`src/rtl/mips_pkg.sv`:
```
// Shared definitions for the multicycle MIPS control slice.
// Latency: n/a (constants, types and a helper function only).
// Backpressure: n/a.
// Contents: opcode values, ALUOp / ALU source B / PC source encodings,
//           4-bit control FSM state enum, opcode classification helper.
package mips_pkg;

  // Opcodes (IR[31:26])
  localparam logic [5:0] OP_R    = 6'b000000;
  localparam logic [5:0] OP_LW   = 6'b100011;
  localparam logic [5:0] OP_SW   = 6'b101011;
  localparam logic [5:0] OP_BEQ  = 6'b000100;
  localparam logic [5:0] OP_J    = 6'b000010;
  localparam logic [5:0] OP_ADDI = 6'b001000;
  localparam logic [5:0] OP_ANDI = 6'b001100;
  localparam logic [5:0] OP_ORI  = 6'b001101;
  localparam logic [5:0] OP_XORI = 6'b001110;
  localparam logic [5:0] OP_SLTI = 6'b001010;

  // ALUOp to the ALU control decoder
  localparam logic [1:0] ALUOP_ADD   = 2'b00;
  localparam logic [1:0] ALUOP_SUB   = 2'b01;
  localparam logic [1:0] ALUOP_FUNCT = 2'b10;
  localparam logic [1:0] ALUOP_SLT   = 2'b11;

  // ALU source B select
  localparam logic [1:0] SRCB_REG     = 2'b00;
  localparam logic [1:0] SRCB_FOUR    = 2'b01;
  localparam logic [1:0] SRCB_IMM     = 2'b10;
  localparam logic [1:0] SRCB_IMM_SH2 = 2'b11;

  // PC source select
  localparam logic [1:0] PCSRC_ALU    = 2'b00;
  localparam logic [1:0] PCSRC_ALUOUT = 2'b01;
  localparam logic [1:0] PCSRC_JUMP   = 2'b10;

  typedef enum logic [3:0] {
    IDLE     = 4'd0,
    FETCH    = 4'd1,
    DECODE   = 4'd2,
    MEMADR   = 4'd3,
    MEMREAD  = 4'd4,
    MEMWB    = 4'd5,
    MEMWRITE = 4'd6,
    EXEC_R   = 4'd7,
    WB_R     = 4'd8,
    EXEC_I   = 4'd9,
    WB_I     = 4'd10,
    BRANCH   = 4'd11,
    JUMP     = 4'd12,
    HALT     = 4'd13
  } state_t;

  // I-type ALU instructions handled by the EXEC_I / WB_I path
  function automatic logic is_itype_alu(input logic [5:0] op);
    return (op == OP_ADDI) || (op == OP_ANDI) || (op == OP_ORI) ||
           (op == OP_XORI) || (op == OP_SLTI);
  endfunction

endpackage

```
`src/rtl/mips_mc_control_if.sv`:
```
// Control bundle between the multicycle main control and the datapath/memory.
// Latency: n/a (wiring only).
// Backpressure: mem_ready from memory stalls the controller in its access states.
// master: the control FSM (drives the datapath controls, reads opcode/mem_ready/zero).
// slave:  the datapath + memory side.
interface mips_mc_control_if;
  logic [5:0] opcode;
  logic       mem_ready;
  logic       zero;
  logic       pc_write;
  logic       pc_write_cond;
  logic       iord;
  logic       mem_read;
  logic       mem_write;
  logic       ir_write;
  logic       mem_to_reg;
  logic       reg_dst;
  logic       reg_write;
  logic       alu_src_a;
  logic [1:0] alu_src_b;
  logic [1:0] alu_op;
  logic [1:0] pc_source;
  logic       illegal_op;
  logic       mem_timeout;
  logic [3:0] state_dbg;

  modport master (
    input  opcode, mem_ready, zero,
    output pc_write, pc_write_cond, iord, mem_read, mem_write, ir_write,
           mem_to_reg, reg_dst, reg_write, alu_src_a, alu_src_b, alu_op,
           pc_source, illegal_op, mem_timeout, state_dbg
  );

  modport slave (
    output opcode, mem_ready, zero,
    input  pc_write, pc_write_cond, iord, mem_read, mem_write, ir_write,
           mem_to_reg, reg_dst, reg_write, alu_src_a, alu_src_b, alu_op,
           pc_source, illegal_op, mem_timeout, state_dbg
  );
endinterface

```
`src/rtl/mips_mc_watchdog.sv`:
```
// Memory-access watchdog: counts unanswered cycles of the current access, flags a sticky fault.
// Latency: timeout is combinational in the cycle the count reaches the limit; fault registers on that edge.
// Backpressure: none; it only observes mem_ready.
// Ports: clk, rst_n; wait_st (controller is in an access state), mem_ready;
//        timeout (abandon the access now), fault (sticky until reset).
module mips_mc_watchdog #(
  parameter int TIMEOUT_CYCLES = 255
) (
  input  logic clk,
  input  logic rst_n,
  input  logic wait_st,
  input  logic mem_ready,
  output logic timeout,
  output logic fault
);

  localparam logic [7:0] LIMIT_M1 = 8'(TIMEOUT_CYCLES - 1);

  logic [7:0] cnt_q;

  // This cycle is the TIMEOUT_CYCLES-th unanswered one; a ready in the same
  // cycle means the access completed, so ready suppresses the fault.
  assign timeout = wait_st && !mem_ready && (cnt_q == LIMIT_M1);

  // Each access state is left as soon as mem_ready arrives and access states
  // are never back-to-back without completion, so clearing whenever we are
  // not waiting is the same as clearing on entry to an access state.
  always_ff @(posedge clk or negedge rst_n) begin
    if (!rst_n) begin
      cnt_q <= 8'd0;
      fault <= 1'b0;
    end else begin
      if (wait_st && !mem_ready) cnt_q <= cnt_q + 8'd1;
      else                       cnt_q <= 8'd0;
      if (timeout) fault <= 1'b1;
    end
  end

endmodule

```
`src/rtl/mips_mc_control.sv`:
```
// Multicycle MIPS main control: Moore FSM sequencing fetch/decode/execute/memory/write-back.
// Latency: one state per cycle; lw 5, sw 4, R/I 4, beq 3, j 3 cycles plus memory wait cycles.
// Backpressure: holds in FETCH/MEMREAD/MEMWRITE until mem_ready; watchdog abandons to HALT.
// Ports: clk, rst_n (async, active-low); bus (master modport): opcode, mem_ready, zero in;
//        datapath enables, alu_src_b, alu_op, pc_source, illegal_op, mem_timeout, state_dbg out.
module mips_mc_control
  import mips_pkg::*;
#(
  parameter int TIMEOUT_CYCLES = 255
) (
  input  logic                clk,
  input  logic                rst_n,
  mips_mc_control_if.master   bus
);

  state_t state_q, state_d;
  logic   wd_timeout, wd_fault, wait_st;

  // zero is consumed by the datapath together with pc_write_cond
  logic unused_zero;
  assign unused_zero = bus.zero;

  assign wait_st = (state_q == FETCH) || (state_q == MEMREAD) || (state_q == MEMWRITE);

  mips_mc_watchdog #(.TIMEOUT_CYCLES(TIMEOUT_CYCLES)) u_watchdog (
    .clk       (clk),
    .rst_n     (rst_n),
    .wait_st   (wait_st),
    .mem_ready (bus.mem_ready),
    .timeout   (wd_timeout),
    .fault     (wd_fault)
  );

  always_ff @(posedge clk or negedge rst_n) begin
    if (!rst_n) state_q <= IDLE;
    else        state_q <= state_d;
  end

  assign bus.state_dbg   = state_q;
  assign bus.mem_timeout = wd_fault;

  always_comb begin
    state_d           = state_q;
    bus.pc_write      = 1'b0;
    bus.pc_write_cond = 1'b0;
    bus.iord          = 1'b0;
    bus.mem_read      = 1'b0;
    bus.mem_write     = 1'b0;
    bus.ir_write      = 1'b0;
    bus.mem_to_reg    = 1'b0;
    bus.reg_dst       = 1'b0;
    bus.reg_write     = 1'b0;
    bus.alu_src_a     = 1'b0;
    bus.alu_src_b     = SRCB_REG;
    bus.alu_op        = ALUOP_ADD;
    bus.pc_source     = PCSRC_ALU;
    bus.illegal_op    = 1'b0;

    unique case (state_q)
      IDLE: state_d = FETCH;

      FETCH: begin
        bus.mem_read  = 1'b1;
        bus.alu_src_b = SRCB_FOUR;
        // IR load and PC+4 only happen on the cycle the instruction arrives
        if (bus.mem_ready) begin
          bus.ir_write = 1'b1;
          bus.pc_write = 1'b1;
          state_d      = DECODE;
        end else if (wd_timeout) begin
          state_d = HALT;
        end
      end

      DECODE: begin
        // ALUOut <= PC + (imm << 2): branch target ready for BRANCH
        bus.alu_src_b = SRCB_IMM_SH2;
        if ((bus.opcode == OP_LW) || (bus.opcode == OP_SW)) state_d = MEMADR;
        else if (bus.opcode == OP_R)                        state_d = EXEC_R;
        else if (bus.opcode == OP_BEQ)                      state_d = BRANCH;
        else if (bus.opcode == OP_J)                        state_d = JUMP;
        else if (is_itype_alu(bus.opcode))                  state_d = EXEC_I;
        else begin
          bus.illegal_op = 1'b1;
          state_d        = FETCH;
        end
      end

      MEMADR: begin
        bus.alu_src_a = 1'b1;
        bus.alu_src_b = SRCB_IMM;
        state_d       = (bus.opcode == OP_SW) ? MEMWRITE : MEMREAD;
      end

      MEMREAD: begin
        bus.mem_read = 1'b1;
        bus.iord     = 1'b1;
        if (bus.mem_ready)   state_d = MEMWB;
        else if (wd_timeout) state_d = HALT;
      end

      MEMWB: begin
        bus.reg_write  = 1'b1;
        bus.mem_to_reg = 1'b1;
        state_d        = FETCH;
      end

      MEMWRITE: begin
        bus.mem_write = 1'b1;
        bus.iord      = 1'b1;
        if (bus.mem_ready)   state_d = FETCH;
        else if (wd_timeout) state_d = HALT;
      end

      EXEC_R: begin
        bus.alu_src_a = 1'b1;
        bus.alu_op    = ALUOP_FUNCT;
        state_d       = WB_R;
      end

      WB_R: begin
        bus.reg_write = 1'b1;
        bus.reg_dst   = 1'b1;
        state_d       = FETCH;
      end

      EXEC_I: begin
        bus.alu_src_a = 1'b1;
        bus.alu_src_b = SRCB_IMM;
        // ALU control picks ADD/AND/OR/XOR from the opcode; only SLTI needs a compare
        bus.alu_op    = (bus.opcode == OP_SLTI) ? ALUOP_SLT : ALUOP_ADD;
        state_d       = WB_I;
      end

      WB_I: begin
        bus.reg_write = 1'b1;
        state_d       = FETCH;
      end

      BRANCH: begin
        bus.alu_src_a     = 1'b1;
        bus.alu_op        = ALUOP_SUB;
        bus.pc_write_cond = 1'b1;
        bus.pc_source     = PCSRC_ALUOUT;
        state_d           = FETCH;
      end

      JUMP: begin
        bus.pc_write  = 1'b1;
        bus.pc_source = PCSRC_JUMP;
        state_d       = FETCH;
      end

      HALT: state_d = HALT;

      default: state_d = IDLE;
    endcase
  end

endmodule

```
`src/flat_wrapper.sv`:
```
// flat-port wrapper written by rule: the top's interface ports become plain ports
module mips_mc_control_flat import mips_pkg::*;
#(
  parameter int TIMEOUT_CYCLES = 255
)
  (clk, rst_n, bus_opcode, bus_mem_ready, bus_zero, bus_pc_write, bus_pc_write_cond, bus_iord, bus_mem_read, bus_mem_write, bus_ir_write, bus_mem_to_reg, bus_reg_dst, bus_reg_write, bus_alu_src_a, bus_alu_src_b, bus_alu_op, bus_pc_source, bus_illegal_op, bus_mem_timeout, bus_state_dbg);
  mips_mc_control_if bus_i ();
  input  logic clk;
  input  logic rst_n;
  input wire logic [$bits(bus_i.opcode)-1:0] bus_opcode;
  input wire logic [$bits(bus_i.mem_ready)-1:0] bus_mem_ready;
  input wire logic [$bits(bus_i.zero)-1:0] bus_zero;
  output wire logic [$bits(bus_i.pc_write)-1:0] bus_pc_write;
  output wire logic [$bits(bus_i.pc_write_cond)-1:0] bus_pc_write_cond;
  output wire logic [$bits(bus_i.iord)-1:0] bus_iord;
  output wire logic [$bits(bus_i.mem_read)-1:0] bus_mem_read;
  output wire logic [$bits(bus_i.mem_write)-1:0] bus_mem_write;
  output wire logic [$bits(bus_i.ir_write)-1:0] bus_ir_write;
  output wire logic [$bits(bus_i.mem_to_reg)-1:0] bus_mem_to_reg;
  output wire logic [$bits(bus_i.reg_dst)-1:0] bus_reg_dst;
  output wire logic [$bits(bus_i.reg_write)-1:0] bus_reg_write;
  output wire logic [$bits(bus_i.alu_src_a)-1:0] bus_alu_src_a;
  output wire logic [$bits(bus_i.alu_src_b)-1:0] bus_alu_src_b;
  output wire logic [$bits(bus_i.alu_op)-1:0] bus_alu_op;
  output wire logic [$bits(bus_i.pc_source)-1:0] bus_pc_source;
  output wire logic [$bits(bus_i.illegal_op)-1:0] bus_illegal_op;
  output wire logic [$bits(bus_i.mem_timeout)-1:0] bus_mem_timeout;
  output wire logic [$bits(bus_i.state_dbg)-1:0] bus_state_dbg;
  assign bus_i.opcode = bus_opcode;
  assign bus_i.mem_ready = bus_mem_ready;
  assign bus_i.zero = bus_zero;
  assign bus_pc_write = bus_i.pc_write;
  assign bus_pc_write_cond = bus_i.pc_write_cond;
  assign bus_iord = bus_i.iord;
  assign bus_mem_read = bus_i.mem_read;
  assign bus_mem_write = bus_i.mem_write;
  assign bus_ir_write = bus_i.ir_write;
  assign bus_mem_to_reg = bus_i.mem_to_reg;
  assign bus_reg_dst = bus_i.reg_dst;
  assign bus_reg_write = bus_i.reg_write;
  assign bus_alu_src_a = bus_i.alu_src_a;
  assign bus_alu_src_b = bus_i.alu_src_b;
  assign bus_alu_op = bus_i.alu_op;
  assign bus_pc_source = bus_i.pc_source;
  assign bus_illegal_op = bus_i.illegal_op;
  assign bus_mem_timeout = bus_i.mem_timeout;
  assign bus_state_dbg = bus_i.state_dbg;
  mips_mc_control #(.TIMEOUT_CYCLES(TIMEOUT_CYCLES)) u_core (.clk(clk), .rst_n(rst_n), .bus(bus_i));
endmodule
```
`config.mk`:
```
export PLATFORM = sky130hd
export DESIGN_NAME = mips_mc_control_flat
export DESIGN_NICKNAME = d
export VERILOG_FILES = /design/src/rtl/mips_pkg.sv /design/src/rtl/mips_mc_control_if.sv /design/src/rtl/mips_mc_watchdog.sv /design/src/rtl/mips_mc_control.sv /design/src/flat_wrapper.sv
export SDC_FILE = /design/constraint.sdc
export NUM_CORES = 1
export LEC_CHECK = 0
export ABC_AREA = 0
export CORE_MARGIN = 1
export CORE_UTILIZATION = 45
export DETAILED_ROUTE_END_ITERATION = 10
export GPL_TIMING_DRIVEN = 0
export PLACE_DENSITY = 0.79
export SYNTH_ARGS = -nofsm -noshare
export SYNTH_HDL_FRONTEND = slang
export SYNTH_SLANG_ARGS = --single-unit
```
`constraint.sdc`:
```
create_clock -name clk -period 1.9 [get_ports clk]
set_input_delay 0.285 -clock clk [delete_from_list [all_inputs] [get_ports clk]]
set_output_delay 0.285 -clock clk [all_outputs]
set_load 0.01 [all_outputs]
```
==> summary.txt <==
Power and ir drop
  – Total Power: 1.748 mW
  – Net load switching power: 0.7762 mW
  – Combinational power share: 68.4%
  – Cell Pwr Density: 1208 mW/mm^2
  – Sw Share: 44.42%
  – Lkg Pwr: 0.6761 nW
  – Worst VDD drop: 1018 uV
  – Register share of total power: 21.5%
  – Clock power frac: 10.1%
  – Pint: 0.9713 mW

Route
  – Antenna-violating nets left: 0
  – Drt initial violations: 23
  – Via count: 1045
  – DRC: 0
  – Routed WL: 2871 um
  – DR vias/cell: 5.588
  – DR pass1 iterations: 4
  – Drt wl/cell: 15.35 um

Clock network
  – CTS tree: yes
  – H-tree depth: 1
  – Num CTS Buffers: 3
  – Clk sinks: 13
  – Worst-Skew Late Latency: 0.29 ns
  – Clk pin slew, worst setup/hold paths: 0.08 ns
  – CTS Root Cell: clkbuf_4
  – CTS Hold Bufs: 0
  – Worst-case clock buffer depth: 2

GRT
  – Met1 Use GR: 31.44%
  – First-pass GRT wire length: 3850 um
  – Gr usage total: 26.06%
  – Met3 GRT Util: 5.283%
  – Largest net degree at the start of global routing: 14
  – Initial antenna violation count: 0
  – Vias in the first global route: 866
  – Most Crowded Layer GR: met2
  – Met2 usage: 40.54%
  – GR Overflow Total: 0

Yosys
  – Sequential share of the synthesized area: 34.39%
  – Dominant synthesized flop cell: dfrtp_1
  – Ys Warns: 0
  – Seq cells post-synth: 13
  – Cell taking the most area after synthesis: dfrtp_1
  – Ys async rst share: 100.0%
  – Top-count cell post-synth: nor2_1
  – Synth cell count leaders: nor2_1 (15), dfrtp_1 (13), nor3_1 (11)
  – Synth unique cells: 37
  – Syn Area/Cell: 8.154 um^2
  – Synth Cell Area: 945.9 um^2
  – Area share of the leading cell type in the synthesized netlist: 34.39%
  – Synth area leaders: dfrtp_1 (34%), nor2_1 (6.0%), nor3_1 (5.8%)
  – Post-synth net total: 128
  – EDFF count, synth: 0
  – Mapped Cells: 116

Placement
  – Placed insts: 173
  – Final HPWL DP: 1861 um
  – GP Congestion: 0.8321
  – Port Buf Inserts: 30

STA
  – Final setup viols: 2
  – Unrepaired setup endpoints after global routing: yes
  – Minimum clock period: 2.033 ns
  – Worst setup slack after layout: -0.1326 ns
  – Fmax achieved: 492.0 MHz
  – Final hold slack: 0.3579 ns
  – Clk_skew: 0.004558 ns
  – Worst slew pin tran: 0.5768 ns
  – Setup TNS: -0.1425 ns
  – Rel. slew slack: 61.43%
  – Final Hold Viols: 0
  – Max Slew Vio Count: 0
  – Final Cycle Share: 107.0%

Final layout
  – Nets: 173
  – Final Core Density: 73.72%
  – Share of cells above drive strength 1: 28.13%
  – P&R area growth vs syn: 52.91%
  – ANT cells: 0
  – Finished Layout Cells: 187
  – Fillcell total: 162

Die
  – Starting density of the core: 48.21%
  – DIE HEIGHT: 47.85 um
  – CORE AREA: 0.001962 mm^2
  – Die area: 0.002289 mm^2
  – Floorplan row count: 16
  – Die width: 47.85 um
  – I/O Pins: 32

Worst setup path
  – CP Max Fanout: 4
  – Type of origin of the critical path: register
  – Crit Path Class: reg -> out
  – Critical path endpoint category: output pin
  – CP required: 1.62 ns
  – Arr. time, crit path: 1.75 ns

Flow run
  – Max Cap Viol: 0

Status
  – Status: finished, violations left
  – Failing checks: negative setup slack

Min path
  – HP Class: in -> async
[worst max-delay path: stages (launching register included)]
cell	delay (ns)
dfrtp_1	0.40
buf_6	0.13
nor3b_4	0.17
o21ai_1	0.10
or3_1	0.40
nor2b_1	0.12
buf_2	0.13
[routing by layer]
metal,vias to the layer above,part of all wire (%)
li1,508,-
met1,488,41
met2,37,50
met3,12,4.9
met4,0,4.0
met5,-,0
[cell usage in the layout, fill, tap and decap left out, drive strengths merged, types with 3 or more instances in the layout]
master / netlist / routed
a21oi: 5 / 5
buf: 4 / 16
clkbuf: 2 / 11
clkdlybuf4s50: 0 / 7
dfrtp: 13 / 13
dlygate4sd2: 0 / 14
inv: 4 / 4
nand2: 7 / 7
nand2b: 8 / 8
nand3: 4 / 4
nor2: 15 / 15
nor3: 11 / 11
o21ai: 5 / 5
xnor2: 3 / 3
xor2: 5 / 5
[timing repair]
action | in CTS | in global routing
pin swaps | 4 | 6
setup buffers | 8 | 4
resized for setup | 50 | 21
setup endpoints to repair | 17 | 5
[power by group through the flow]
stage	combinational [mW]	clock, mW	sequential [mW]
floorplan	0.554	0	0.390
global placement	0.963	0	0.384
detailed placement	0.994	0	0.384
CTS	1.08	0.182	0.379
global route	1.29	0.193	0.382
finish	1.19	0.177	0.376
[flip-flops by register name (all words and copies together) (netlist names)]
name,flops
u_core.u_watchdog.fault,1
u_core.bus.state_dbg,4
u_core.u_watchdog.cnt_q,8
[logic make-up after synthesis]
logic type	count (synthesis)	share of synthesized area [%]
DFF	13	34.39
AOI/OAI and AO/OA	22	15.87
muxes	1	1.190
xor gates and xnor gates	8	7.408
adders and majority gates	2	2.645
buffers and inverters	10	4.762
and+or+nand+nor	60	33.73
[per-stage QoR]
step,worst slack [ns],area (um^2)
floorplan,0.1935,945.9
global route,-0.2286,1446
detailed placement,-0.5738,1280
finish,-0.1326,1446
CTS,-0.2425,1415
global placement,-0.5652,1280
[final timing paths]
| path | from | end | slack, ns | cells after the start |
|---|---|---|---|---|
| worst max-delay path | u_core.bus.state_dbg[2]$_DFF_PN0_ | bus_illegal_op | -0.13 | 6 |
| worst min-delay path | rst_n | u_core.u_watchdog.cnt_q[1]$_DFF_PN0_ | 0.36 | 1 |
| worst max register to register | u_core.bus.state_dbg[2]$_DFF_PN0_ | u_core.bus.state_dbg[2]$_DFF_PN0_ | 0.22 | 5 |
| worst min register to register | u_core.u_watchdog.fault$_DFFE_PN0P_ | u_core.u_watchdog.fault$_DFFE_PN0P_ | 0.48 | 1 |
| max in group asynchronous | rst_n | u_core.bus.state_dbg[3]$_DFF_PN0_ | 1.13 | 1 |
| min in group clk | bus_opcode[2] | u_core.bus.state_dbg[2]$_DFF_PN0_ | 0.47 | 2 |
[area by class of cell]
type / instances / area (um^2) / share of cell area [%]
repair buffers: 41 / 336.6 / 23.27
inverters: 4 / 15.01 / 1.038
clock buffers: 4 / 26.28 / 1.817
flip-flops and latches: 13 / 326.6 / 22.58
multi-input cells: 93 / 656.9 / 45.42
well taps: 27 / 33.78 / 2.336
plain buffers: 5 / 51.30 / 3.547
Power figures use the tool's default switching activity.
